`src/rtl/cx_issuer.sv`:
```
// cx_issuer: command FIFO -> credit-checked ALU issue -> latency-tracked capture -> response FIFO; stats ports under CX_ISSUER_STATS_EN
module cx_issuer #(
  parameter int CMD_DEPTH   = 4,
  parameter int RSP_DEPTH   = 4,
  parameter int ALU_LATENCY = 2
) (
  input  logic        clk,
  input  logic        reset,
  input  logic        cmd_valid,
  output logic        cmd_ready,
  input  logic [7:0]  cmd_a,
  input  logic [7:0]  cmd_b,
  input  logic [3:0]  cmd_op,
  output logic [7:0]  alu_a,
  output logic [7:0]  alu_b,
  output logic [3:0]  alu_op,
  input  logic [15:0] alu_result,
  output logic        rsp_valid,
  input  logic        rsp_ready,
  output logic [15:0] rsp_result,
  output logic        rsp_err,
`ifdef CX_ISSUER_STATS_EN
  output logic        busy,
  output logic [15:0] stat_issued,
  output logic [15:0] stat_errors
`else
  output logic        busy
`endif
);
  localparam int CW = $clog2(CMD_DEPTH);
  localparam int RW = $clog2(RSP_DEPTH);
  localparam int TD = ALU_LATENCY + 1;
  logic [19:0]   cmd_mem [CMD_DEPTH];
  logic [CW-1:0] cmd_wp, cmd_rp;
  logic [CW:0]   cmd_cnt;
  logic [16:0]   rsp_mem [RSP_DEPTH];
  logic [RW-1:0] rsp_wp, rsp_rp;
  logic [RW:0]   rsp_cnt, in_flight;
  logic [TD-1:0] tag_v, tag_e;
  logic [19:0]   hd;
  logic          push, issue, hd_err, cap, pop;
  assign hd        = cmd_mem[cmd_rp];
  assign cmd_ready = reset && cmd_cnt != (CW+1)'(CMD_DEPTH);
  assign push      = cmd_valid && cmd_ready;
  assign issue     = cmd_cnt != '0 && ((RW+2)'(in_flight) + (RW+2)'(rsp_cnt) < (RW+2)'(RSP_DEPTH));
  assign hd_err    = hd[3:0] > 4'd6 || (hd[3:0] == 4'd3 && hd[11:4] == 8'd0);
  assign cap       = tag_v[TD-1];
  assign rsp_valid = rsp_cnt != '0;
  assign pop       = rsp_valid && rsp_ready;
  assign rsp_result = rsp_valid ? rsp_mem[rsp_rp][15:0] : '0;
  assign rsp_err   = rsp_valid && rsp_mem[rsp_rp][16];
  assign busy      = cmd_cnt != '0 || in_flight != '0 || rsp_valid;
  // FIFO storage: commands on accept, results (zeroed on error) on capture
  always_ff @(posedge clk) begin
    if (push) cmd_mem[cmd_wp] <= {cmd_a, cmd_b, cmd_op};
    if (cap) rsp_mem[rsp_wp] <= {tag_e[TD-1], tag_e[TD-1] ? 16'h0 : alu_result};
  end
  // pointers, counts, tag pipe and registered ALU drive
  always_ff @(posedge clk or negedge reset) begin
    if (!reset) begin
      cmd_wp    <= '0;
      cmd_rp    <= '0;
      cmd_cnt   <= '0;
      rsp_wp    <= '0;
      rsp_rp    <= '0;
      rsp_cnt   <= '0;
      in_flight <= '0;
      tag_v     <= '0;
      tag_e     <= '0;
      alu_a     <= '0;
      alu_b     <= '0;
      alu_op    <= 4'hF;
    end else begin
      cmd_wp    <= cmd_wp + CW'(push);
      cmd_rp    <= cmd_rp + CW'(issue);
      cmd_cnt   <= cmd_cnt + (CW+1)'(push) - (CW+1)'(issue);
      rsp_wp    <= rsp_wp + RW'(cap);
      rsp_rp    <= rsp_rp + RW'(pop);
      rsp_cnt   <= rsp_cnt + (RW+1)'(cap) - (RW+1)'(pop);
      in_flight <= in_flight + (RW+1)'(issue) - (RW+1)'(cap);
      tag_v     <= {tag_v[TD-2:0], issue};
      tag_e     <= {tag_e[TD-2:0], issue && hd_err};
      alu_a     <= issue ? hd[19:12] : '0;
      alu_b     <= issue ? hd[11:4] : '0;
      alu_op    <= issue ? hd[3:0] : 4'hF;
    end
  end
`ifdef CX_ISSUER_STATS_EN
  // saturating issue and error-response counters
  always_ff @(posedge clk or negedge reset) begin
    if (!reset) begin
      stat_issued <= '0;
      stat_errors <= '0;
    end else begin
      stat_issued <= stat_issued + 16'(issue && stat_issued != 16'hFFFF);
      stat_errors <= stat_errors + 16'(cap && tag_e[TD-1] && stat_errors != 16'hFFFF);
    end
  end
`endif
endmodule

```
`config.mk`:
```
export PLATFORM = sky130hd
export DESIGN_NAME = cx_issuer
export DESIGN_NICKNAME = d
export VERILOG_FILES = /design/src/rtl/cx_issuer.sv
export SDC_FILE = /design/constraint.sdc
export NUM_CORES = 1
export LEC_CHECK = 0
export CORE_UTILIZATION = 56
export CTS_CLUSTER_SIZE = 14
export DETAILED_ROUTE_END_ITERATION = 12
export HOLD_SLACK_MARGIN = 0.02
export PLACE_DENSITY = 0.79
export SLEW_MARGIN = 0
export SYNTH_ARGS = -nofsm -noshare
export SYNTH_HDL_FRONTEND = slang
export SYNTH_SLANG_ARGS = --single-unit
```
`constraint.sdc`:
```
create_clock -name clk -period 3.1 [get_ports clk]
set_input_delay 0.31 -clock clk [delete_from_list [all_inputs] [get_ports clk]]
set_output_delay 0.31 -clock clk [all_outputs]
set_load 0.02 [all_outputs]
```
---- Yosys cells after proc, flatten, opt, wreduce, memory -nomap -nowiden ----
Memories as Yosys holds them, arrays and structs flattened.
Cells that the tools add are included.
word-level totals
  memories kept ........................... 2
  bits of input ports ..................... 40
  logic and storage cells ................. 52
  register bits after elaboration ......... 43
  memory bits (writable) .................. 148
cells by class
  equality and inequality tests ........... 2
  muxes and demuxes ....................... 9
  reduce and logical (&&, ||, !) cells .... 14
  add/sub/neg operators ................... 11
  $lt $le $gt $ge ......................... 2
memories
  name     depth  width  rd ports  clocked after memory_dff  write ports  RTL line  text
  cmd_mem  4      20     1         0                         1            33        logic [19:0] cmd_mem [CMD_DEPTH];
  rsp_mem  4      17     1         0                         1            36        logic [16:0] rsp_mem [RSP_DEPTH];
operators with widths
  kind                                                                    count
  16-bit 2-to-1 mux                                                       2
  8-bit 2-to-1 mux                                                        2
  3-bit by 1-bit adder with 3-bit output                                  3
  3-bit nonzero test                                                      3
  3-bit by 1-bit subtractor with 3-bit output                             3
  2-bit by 1-bit adder with 2-bit output                                  4
  8-bit logical NOT                                                       1
  1-bit logical AND                                                       7
  3-bit by 3-bit adder with 4-bit output                                  1
  4-bit by 2-bit equality test with 1-bit output (second input constant)  1
  4-bit by 3-bit > comparator with 1-bit output (second input constant)   1
  4-bit by 3-bit < comparator with 1-bit output (second input constant)   1
  1-bit 2-to-1 mux                                                        4
  4-bit 2-to-1 mux                                                        1
  1-bit logical OR                                                        3
  3-bit != test (second input constant)                                   1

---- Longest topological paths before layout ----
  depth in word-level cells ............... 5
  depth in mapped cells ................... 12

---- Least setup slack after synthesis ----
OpenSTA, ideal clock, no wires.
  path type ............................... register -> register
  start ................................... register cmd_cnt[1]
  end ..................................... memory cmd_mem[1][0] (enable)
  setup slack ............................. 17 ps
  stages on the path, launching flop included .. 5
  data required time ...................... 2673 ps
  arrival time ............................ 2656 ps
  cells stage by stage .................... dfrtp_1 > nor2_1 > a21boi_1 > nand2_1 > nor3b_1
on the way
  cells in the longest elaborated chain, start to end .. 5
RTL lines
  element                                 RTL line  text
  start: declaration                      35        logic [CW:0] cmd_cnt;
  start signal: assignment                76        cmd_cnt <= cmd_cnt + (CW+1)'(push) - (CW+1)'(issue);
  3-bit != test                           43        assign cmd_ready = reset && cmd_cnt != (CW+1)'(CMD_DEPTH);
  1-bit logical AND                       43
  named net cmd_ready                     10        output logic cmd_ready,
  1-bit logical AND                       44        assign push = cmd_valid && cmd_ready;
  1-bit 2-to-1 mux                        55        if (push) cmd_mem[cmd_wp] <= {cmd_a, cmd_b, cmd_op};
  1-bit 2-to-1 mux (not written as such)  55
  end: declaration                        33
The timed path passes the listed nets, and every way through them passes these cells.

---- Worst setup path in the final report ----
  start ................................... register rsp_rp[1]
  end ..................................... output port rsp_result[3]
on the way
  cells in the longest elaborated chain, start to end .. 2
RTL lines
  element                   RTL line  text
  start: declaration        37        logic [RW-1:0] rsp_wp, rsp_rp;
  start signal: assignment  78        rsp_rp <= rsp_rp + RW'(pop);
  memory read 4 x 17 bit    --
  16-bit 2-to-1 mux         50        assign rsp_result = rsp_valid ? rsp_mem[rsp_rp][15:0] : '0;
  end: declaration          20        output logic [15:0] rsp_result,
Every way passes these cells.

==> run metrics <==
initial DRC count 237; filler cell count 803; H-tree depth 4; Total Routing Usage GR 0.213; Setup CP Type reg -> out; placed cell areas 8360 um2; critical path arrival 2330 ps; routed via count divided by cell count 5.48; cell area after technology mapping 7260 um2; count of boundary I/O pins 80; Placeable Area 12600 um2; root buffer cell clkbuf_16; clk sink count 191; number of pins with negative max-slew slack in the final report 0; Pre-Repair DR Iteration Count 5; RSZ-0062 raised after global routing false; deepest clock path buffer count 2; Critical Path Start Type register; Final TNS setup 0 ps; Final setup violation count 0; VDD IR-drop max 0.539 mV; antenna violations before repair 0; count of vias placed by the detailed router 3526; Detailed Place HPWL 8030 um; number of maximum-capacitance constraint violations 0; wire length after detailed routing 13000 um; # resized after CTS 0; post-layout instance area 8950 um2; pin count of the biggest net entering global routing 44; CTS Buf Count 17; Clock Latency Late Sink 430 ps; cell breakdown of the critical path buf_4 -> mux4_2 -> nor2b_1 -> clkdlybuf4s50_1; remaining design rule violation count 0; f_max 378 MHz; net count of the mapped netlist 411; endpoint required time on the critical path 2790 ps; Tcrit/Tclk final 0.853; growth of design area from synthesis to finish 23.3%; Initial Utilization 0.575; CTS clk-pin slew, worst paths 70 ps; average cell area after synthesis 20.4 um2; slowest stage cell, crit path dfrtp_1; n_diodes 0; die extent in x 116 um; number of distinct standard cells referenced by the synthesized netlist 30; die height 116 um; final worst path period need 2640 ps; Port Buf Inserts 79; peak per-stage delay on the critical path 660 ps; portion of the post-synthesis area used by sequential elements 0.761; P per Cell Area 957 nW/um2; number of rows created at floorplan 41; Syn. warnings 0; leakage power 3.18 nW; outcome complete, no violations; worst-case headroom to the max-slew limit 0.408; post-detailed-route count of antenna-violating nets 0; fin nets 514; die area 13400 um2; final hold violation count 0; worst min-delay path category reg -> reg; per-cell routed wire length 20.1 um; number of flip-flops and latches in the synthesized netlist 191; worst-case clock skew 15.2 ps; critical path endpoint category primary output; via count of the first global-routing pass 3718; residual overflow from global routing 0; peak fanout along the critical path 11; proportion of layout cells with a drive suffix above 1 0.206; final RePlAce weighted congestion 0.676; Slew @ Worst Pin 888 ps; global-route wire length before repair 20200 um; TritonCTS clock tree built; Syn Inst Count 356
## repair_timing
item                                   4_1_cts  5_1_grt
hold buffers                                 1        0
buffers inserted                             0        0
endpoints found under the hold margin       39        0
## worst max-delay path, delay by kind of cell (launching register included)
family | cells | cell delay (ps)
flops | 1 | 660
mux | 1 | 300
buf+inv | 2 | 820
simple gates | 1 | 140
## cells in the mapped netlist
| master | count | area [um2] |
|---|---|---|
| inv_1 | 13 | 48.8 |
| fa_1 | 3 | 60.1 |
| nand4b_1 | 1 | 8.76 |
| a211oi_1 | 1 | 7.51 |
| clkbuf_1 | 6 | 22.5 |
| nor2_1 | 2 | 7.51 |
| xor2_1 | 4 | 35.0 |
| buf_6 | 1 | 11.3 |
| nor2b_1 | 50 | 313 |
| dfrtp_1 | 39 | 976 |
| o311ai_1 | 1 | 8.76 |
| edfxtp_1 | 148 | 4440 |
| nand2_1 | 2 | 7.51 |
| nor3_2 | 1 | 10.0 |
| buf_4 | 2 | 15.0 |
| mux4_1 | 1 | 26.3 |
| nor4_2 | 1 | 12.5 |
| nor3_1 | 5 | 25.0 |
| a21oi_1 | 1 | 5.00 |
| and3_1 | 2 | 12.5 |
| nor4_1 | 1 | 6.26 |
| nand3_1 | 1 | 5.00 |
| ha_1 | 12 | 150 |
| or2_1 | 4 | 25.0 |
| xnor2_1 | 6 | 52.6 |
| dfstp_2 | 4 | 105 |
| mux4_2 | 36 | 811 |
| nor3b_1 | 3 | 22.5 |
| a21boi_1 | 1 | 7.51 |
| buf_2 | 4 | 20.0 |
## flip-flops by register name (all words and copies together) (netlist names)
name and cells:
alu_a 8, cmd_rp 2, rsp_cnt 3, rsp_wp 2
tag_v 3, tag_e 3, cmd_wp 2, cmd_cnt 3
in_flight 3, alu_b 8, cmd_mem 80, rsp_mem 68
rsp_rp 2, alu_op 4
## path summary, 6_finish.rpt
| check | from | endpoint | slack [ps] | cells after the start |
|---|---|---|---|---|
| worst max-delay path | rsp_rp[1]$_DFF_PN0_ | rsp_result[3] | 460 | 4 |
| worst min-delay path | tag_e[0]$_DFF_PN0_ | tag_e[1]$_DFF_PN0_ | 360 | 0 |
| worst max register to register | rsp_cnt[2]$_DFF_PN0_ | cmd_cnt[2]$_DFF_PN0_ | 550 | 11 |
| worst min register to register | tag_e[0]$_DFF_PN0_ | tag_e[1]$_DFF_PN0_ | 360 | 0 |
| max in group asynchronous | reset | alu_op[3]$_DFF_PN1_ | 2170 | 3 |
| min in group asynchronous | reset | alu_a[7]$_DFF_PN0_ | 530 | 3 |
## layout make-up
class / instances / area (um2) / share of cell area
inverters: 13 / 48.8 / 0.00545
clock inverters: 14 / 156 / 0.0175
repair buffers: 97 / 923 / 0.103
clock buffers: 18 / 429 / 0.0479
multi-input cells: 139 / 1660 / 0.185
flip-flops and latches: 191 / 5530 / 0.617
well taps: 172 / 215 / 0.0240
## through the flow
step                cells  power (mW)  hold WS [ps]   util  worst slack (ps)
floorplan             356        5.39          14.4      -              17.5
global placement      611        6.36           335  0.662               730
detailed placement    611        6.48           337  0.662               563
CTS                   644        8.67           355  0.710               439
global route          644        9.00           363  0.710               353
finish                644        8.57           357  0.710               457
## power by group
| group | switching [mW] | total [mW] | internal (mW) |
|---|---|---|---|
| Combinational | 1.39 | 2.81 | 1.42 |
| Clock | 0.951 | 2.16 | 1.20 |
| Sequential | 0.326 | 3.61 | 3.28 |
| Total | 2.67 | 8.57 | 5.90 |
## cells by family (layout without fill, tap and decap cells)
logic type,Yosys count,in the layout,synth area share
buf+inv,26,142,0.0162
xor+xnor,10,10,0.0121
mux,37,37,0.115
compound gates,4,4,0.00396
fa+ha+maj,15,15,0.0289
flops,191,191,0.761
simple gates,73,73,0.0627
## metal layers
| metal | global-route usage | part of all wire | vias to the layer above |
|---|---|---|---|
| met5 | 0 | 0 | - |
| met4 | 0.0761 | 0.012 | 0 |
| met3 | 0.0528 | 0.044 | 10 |
| met2 | 0.350 | 0.52 | 99 |
| met1 | 0.280 | 0.43 | 1843 |
| li1 | - | - | 1574 |
## placed cells by master, fill, tap and decap left out, drive strengths merged, types with 2 or more instances in the layout
| cell | count |
|---|---|
| nor3 | 6 |
| inv | 19 |
| clkinv | 2 |
| nand2 | 2 |
| nor2 | 2 |
| clkdlybuf4s50 | 78 |
| nor2b | 50 |
| nor3b | 3 |
| buf | 18 |
| and3 | 2 |
| nor4 | 2 |
| xor2 | 4 |
| fa | 3 |
| dfrtp | 39 |
| edfxtp | 148 |
| mux4 | 37 |
| dfstp | 4 |
| clkbuf | 18 |
| or2 | 4 |
| xnor2 | 6 |
| bufinv | 2 |
| ha | 12 |
| clkinvlp | 4 |
Power figures use the tool's default switching activity.
